File: config.mk
export PLATFORM = sky130hd
export DESIGN_NAME = cc_collision_scanner
export DESIGN_NICKNAME = d
export VERILOG_FILES = /design/src/rtl/cc_collision_scanner.sv
export SDC_FILE = /design/constraint.sdc
export NUM_CORES = 1
export LEC_CHECK = 0
export ABC_AREA = 1
export CORE_MARGIN = 2
export CORE_UTILIZATION = 36
export CTS_CLUSTER_DIAMETER = 60
export DETAILED_ROUTE_END_ITERATION = 10
export GPL_ROUTABILITY_DRIVEN = 0
export MAX_ROUTING_LAYER = met4
export PLACE_DENSITY_LB_ADDON = 0.05
export SYNTH_ARGS = -nofsm -noshare
export SYNTH_HDL_FRONTEND = slang
export SYNTH_SLANG_ARGS = --single-unit
File: constraint.sdc
create_clock -name CC_COLLISION_CLOCK_50 -period 5.3 [get_ports CC_COLLISION_CLOCK_50]
set_input_delay 0.795 -clock CC_COLLISION_CLOCK_50 [delete_from_list [all_inputs] [get_ports CC_COLLISION_CLOCK_50]]
set_output_delay 0.795 -clock CC_COLLISION_CLOCK_50 [all_outputs]
set_load 0.05 [all_outputs]
File: src/rtl/cc_collision_scanner.sv
// Registered alien/bullet collision scanner: snapshots the matrices on start and scans rows 1..ROWS-1, one per clock.
// Optional score output is enabled by defining CC_COLLISION_SCORE_EN.
module cc_collision_scanner #(
    parameter int ROWS    = 8,
    parameter int COLS    = 8,
    parameter int ROW_W   = 3,
    parameter int SCORE_W = 8
) (
    input  logic                   CC_COLLISION_CLOCK_50,
    input  logic                   CC_COLLISION_RESET_InHigh,
    input  logic                   CC_COLLISION_start_in,
    input  logic                   CC_COLLISION_clearlose_in,
    input  logic [ROWS*COLS-1:0]   CC_COLLISION_aliens_bus_in,
    input  logic [ROWS*COLS-1:0]   CC_COLLISION_bullet_bus_in,
    input  logic [COLS-1:0]        CC_COLLISION_ship_bus_in,
    output logic                   CC_COLLISION_busy,
    output logic                   CC_COLLISION_done,
    output logic                   CC_COLLISION_hit,
    output logic [ROW_W-1:0]       CC_COLLISION_hitrow,
    output logic [COLS-1:0]        CC_COLLISION_hitmask,
    output logic                   CC_COLLISION_lose,
    output logic                   CC_COLLISION_statebullet
`ifdef CC_COLLISION_SCORE_EN
    ,output logic [SCORE_W-1:0]    CC_COLLISION_score
`endif
);

    if (ROWS < 2 || COLS < 1 || ROW_W < $clog2(ROWS) || SCORE_W < 1) begin : g_cfg_check
        $error("cc_collision_scanner: invalid parameter set");
    end

    typedef enum logic [1:0] {IDLE, SCAN, DONE} state_t;

    state_t                 r_state, w_next;
    logic [ROW_W-1:0]       r_row;
    logic [ROWS*COLS-1:0]   r_asnap, r_bsnap;
    logic                   r_fhit, r_bseen;
    logic [ROW_W-1:0]       r_frow;
    logic [COLS-1:0]        r_fmask;

    logic                   w_start_ok, w_last, w_lose_set;
    logic [COLS-1:0]        w_arow, w_brow, w_ov;

    assign w_start_ok = CC_COLLISION_start_in && (r_state == IDLE);
    assign w_last     = (r_row == ROW_W'(ROWS - 1));
    assign w_arow     = r_asnap[r_row*COLS +: COLS];
    assign w_brow     = r_bsnap[r_row*COLS +: COLS];
    assign w_ov       = w_arow & w_brow;
    // Ship row is checked against the live bus at the start edge, not the snapshot.
    assign w_lose_set = w_start_ok && |(CC_COLLISION_bullet_bus_in[COLS-1:0] & CC_COLLISION_ship_bus_in);

    assign CC_COLLISION_busy = (r_state != IDLE);

    always_ff @(posedge CC_COLLISION_CLOCK_50 or posedge CC_COLLISION_RESET_InHigh) begin
        if (CC_COLLISION_RESET_InHigh) r_state <= IDLE;
        else                           r_state <= w_next;
    end

    always_comb begin
        w_next = r_state;
        case (r_state)
            IDLE:    if (CC_COLLISION_start_in) w_next = SCAN;
            SCAN:    if (w_last) w_next = DONE;
            DONE:    w_next = IDLE;
            default: w_next = IDLE;
        endcase
    end

`ifdef CC_COLLISION_SCORE_EN
    function automatic int unsigned popcount(input logic [COLS-1:0] v);
        int unsigned n;
        n = 0;
        for (int unsigned i = 0; i < COLS; i++) n += 32'(v[i]);
        return n;
    endfunction

    logic [SCORE_W:0] w_sum;
    assign w_sum = {1'b0, CC_COLLISION_score} + (SCORE_W+1)'(popcount(r_fmask));

    always_ff @(posedge CC_COLLISION_CLOCK_50 or posedge CC_COLLISION_RESET_InHigh) begin
        if (CC_COLLISION_RESET_InHigh)
            CC_COLLISION_score <= '0;
        else if (r_state == DONE)
            CC_COLLISION_score <= w_sum[SCORE_W] ? '1 : w_sum[SCORE_W-1:0];
    end
`endif

    always_ff @(posedge CC_COLLISION_CLOCK_50 or posedge CC_COLLISION_RESET_InHigh) begin
        if (CC_COLLISION_RESET_InHigh) begin
            r_row                    <= ROW_W'(1);
            r_asnap                  <= '0;
            r_bsnap                  <= '0;
            r_fhit                   <= 1'b0;
            r_bseen                  <= 1'b0;
            r_frow                   <= '0;
            r_fmask                  <= '0;
            CC_COLLISION_done        <= 1'b0;
            CC_COLLISION_hit         <= 1'b0;
            CC_COLLISION_hitrow      <= '0;
            CC_COLLISION_hitmask     <= '0;
            CC_COLLISION_lose        <= 1'b0;
            CC_COLLISION_statebullet <= 1'b1;
        end else begin
            CC_COLLISION_done <= 1'b0;
            if (w_lose_set)
                CC_COLLISION_lose <= 1'b1;
            else if (CC_COLLISION_clearlose_in)
                CC_COLLISION_lose <= 1'b0;

            case (r_state)
                IDLE: begin
                    if (CC_COLLISION_start_in) begin
                        r_asnap <= CC_COLLISION_aliens_bus_in;
                        r_bsnap <= CC_COLLISION_bullet_bus_in;
                        r_fhit  <= 1'b0;
                        r_bseen <= 1'b0;
                        r_frow  <= '0;
                        r_fmask <= '0;
                        r_row   <= ROW_W'(1);
                    end
                end
                SCAN: begin
                    if (|w_ov && !r_fhit) begin
                        r_fhit  <= 1'b1;
                        r_frow  <= r_row;
                        r_fmask <= w_ov;
                    end
                    if (|w_brow) r_bseen <= 1'b1;
                    if (!w_last) r_row <= r_row + 1'b1;
                end
                DONE: begin
                    CC_COLLISION_done        <= 1'b1;
                    CC_COLLISION_hit         <= r_fhit;
                    CC_COLLISION_hitrow      <= r_frow;
                    CC_COLLISION_hitmask     <= r_fmask;
                    CC_COLLISION_statebullet <= !r_bseen || r_fhit;
                end
                default: ;
            endcase
        end
    end

endmodule

==> impl_results.md <==
* Skew final at 9.458 ps
* Tcrit/Tclk final at 55.19%
* DRT antenna net count at 0
* Post-Syn Instances at 1010
* Synthesized net count at 1152
* H-tree depth at 4
* Via density at 4.561
* Comb power frac at 43.1%
* Initial drt markers at 386
* Post-CTS Setup Inserts at 0
* Vias in the first global route at 6369
* Clk Latency, worst-skew pair at 420 ps
* TritonCTS buffer count at 17
* Inst Count DP at 1389
* Ant. Diodes at 0
* Seq pwr share at 35.0%
* First-pass GRT wire length at 32800 um
* CTS root buf: clkbuf_16
* Synth Register Bits at 161
* P_sw at 2.341 mW
* Layout Area Growth over Synthesis at 29.29%
* TNS Setup at 0 ps
* Tmin final at 2925 ps
* Std cell rows at 53
* Headroom to the max-slew limit at 33.92%
* Commonest non-fill, non-tap cell in the layout: nand2_1
* Grt met2 use at 29.68%
* Critical Path Start Type: flop
* Top delay family on crit path: simple AND/OR/NAND/NOR gates
* Crit path top cell by count: nand2_1
* Crit end category: flop
* Top cells by area, synth: dfrtp_1 (52%), nand2_1 (20%), o21ai_0 (8.3%), inv_1 (6.4%), nand3_1 (4.2%)
* Die Y at 150.1 um
* Area share of the largest cell type after synthesis at 51.81%
* Worst stage delay on the critical path at 850 ps
* Starting Density at 36.65%
* Share of cells above drive strength 1 at 4.712%
* Post-DP HPWL at 13600 um
* Hold path start: r_bseen
* Cell internal pwr at 3.340 mW
* Worst-path clk slew at 60 ps
* Largest net degree at the start of global routing at 148
* Slew Limit Fails at 0
* DR DRC count at 0
* Status: complete, no violations
* Worst-margin pin slew at 991.2 ps
* CP Class: flop to flop
* Initial antenna violation count at 0
* Leak pwr at 4.867 nW
* WP buf/inv at 1
* Setup violators final at 0
* Layout fillers at 2214
* Clk pwr share at 21.9%
* Crit-path max FO at 47
* Multi-input gate area at 2841 um^2
* Critical path, cell by cell: buf_4, nand2_1, nand3_1, nand2_1, nand2_1, nand2_1, nand2_1, nand2_1, nor2_2, nand2_2, nand2_4, nand2_2, nand2_1, nand2_1
* Final hold vios at 0
* IO Count at 156
* Sw frac at 41.21%
* Die Wd at 150.1 um
* Routing usage on met3 at 2.957%
* Slowest-stage cell, CP: dfstp_2
* Vias at 6481
* Maximum vdd drop at 0.2504 mV
* Core region area at 20960 um^2
* Worst Hold Class: flop to flop
* Routed len/inst at 14.26 um
* Final Non-Filler Cells at 1421
* Met1 GRT Util at 26.67%
* Die area at 22520 um^2
* RSZ-0062 raised after global routing: false
* Routed WL at 20260 um
* Drt first pass iters at 5
* CP Data Required Time at 5610 ps
* Max clock buf depth at 2
* Total GRT Usage at 19.33%
* Port Buf Inserts at 155
* Largest area contributor in the netlist: dfrtp_1
* R2R Path Start: r_row[0]
* Yosys warnings at 0
* Synthesized area at 7680 um^2
* CTS tree: done
* Cts repair resizes at 0
* Layout net count at 1275
* CTS Hold Bufs at 0
* Clock sink total at 161
* Mean Syn Cell Area at 7.604 um^2
* Max Cap Viol at 0
* Leading cell types in the layout, fill and taps excluded: nand2_1 (410), dfrtp_1 (159), clkdlybuf4s50_1 (155), inv_1 (129), o21ai_0 (128)
* First element of the critical path: r_row[0]
* GRT Residual Overflow at 0
* Seq. cell area at 4031 um^2
* PD cells at 572.1 nW/um^2
* GR peak layer: met2
* Count of different cell masters after synthesis at 28
* Seq/Total Area, Yosys at 52.49%
* Achievable frequency at 341.9 MHz
* Arr. time, crit path at 3240 ps
## metrics by stage
stage | worst slack (ps) | hold slack [ps] | utilization (%) | cell area [um^2] | power (mW)
floorplan | 160.0 | 387.3 | - | 7680 | 3.817
global placement | 2332 | 405.3 | 44.58 | 9341 | 4.468
detailed placement | 2307 | 410.3 | 44.58 | 9341 | 4.497
CTS | 2317 | 418.2 | 47.38 | 9930 | 5.757
global route | 2081 | 433.6 | 47.38 | 9930 | 6.189
finish | 2375 | 411.2 | 47.38 | 9930 | 5.681
## layout make-up
cell class | count | share of cell area [%]
timing repair buffer | 161 | 16.20
clock buffer | 22 | 4.574
sequential | 161 | 40.60
inverter | 134 | 5.192
tap | 275 | 3.465
multi-input combinational | 658 | 28.62
clock inverter | 10 | 1.348
## sequential cells by signal, indices dropped and copies added (netlist names)
register,count
CC_COLLISION_statebullet,1
r_frow,3
CC_COLLISION_hit,1
r_bsnap,64
CC_COLLISION_done,1
r_asnap,64
CC_COLLISION_hitmask,8
r_fmask,8
r_bseen,1
CC_COLLISION_lose,1
r_fhit,1
r_state,2
CC_COLLISION_hitrow,3
r_row,3
## metal layers
metal / up-vias / routed length, um
met4: 0 / 209
met5: - / 0
met1: 2984 / 9988
met3: 15 / 926
met2: 145 / 9138
li1: 3337 / -
## cell usage after synthesis
library cell and n:
dfrtp_1 159, nor4_1 2, buf_4 6, buf_1 5, buf_6 5, inv_4 1, o21bai_1 1, buf_8 1
a21oi_1 3, nor2_1 25, nand2_2 2, nor2_2 2, nand3_2 9, inv_1 130, nand4_1 1, clkbuf_1 27
clkinv_1 2, buf_2 13, inv_2 1, dfstp_2 2, nand2_4 1, a221oi_1 2, nand3_1 64, ha_1 2
o21ai_1 4, a22o_1 2, nand2_1 410, o21ai_0 128
## power groups by stage
stage	Combinational (mW)	Sequential [mW]	Clock, mW
3_5_place_dp	2.49	2.01	0
5_1_grt	2.82	2.05	1.32
3_3_place_gp	2.47	2.00	0
2_1_floorplan	1.75	2.07	0
4_1_cts	2.50	1.99	1.27
6_report	2.45	1.99	1.25
## path summary, 6_finish.rpt
path / end / slack (ps) / depth (start not counted)
hold / removal: CC_COLLISION_statebullet / 410 / 1
setup reg to reg: r_fmask[6] / 2380 / 14
min in group asynchronous: CC_COLLISION_hitmask[5] / 910 / 2
max in group asynchronous: r_bsnap[53] / 3260 / 3
hold reg to reg: CC_COLLISION_statebullet / 410 / 1
setup / recovery: r_fmask[6] / 2380 / 14
## logic make-up after synthesis
family | after synthesis | synth area share [%]
fa+ha+maj | 2 | 0.3258
simple gates | 516 | 27.32
buf+inv | 191 | 10.51
compound gates | 140 | 9.352
flops | 161 | 52.49
(Power assumes the default switching activity.)
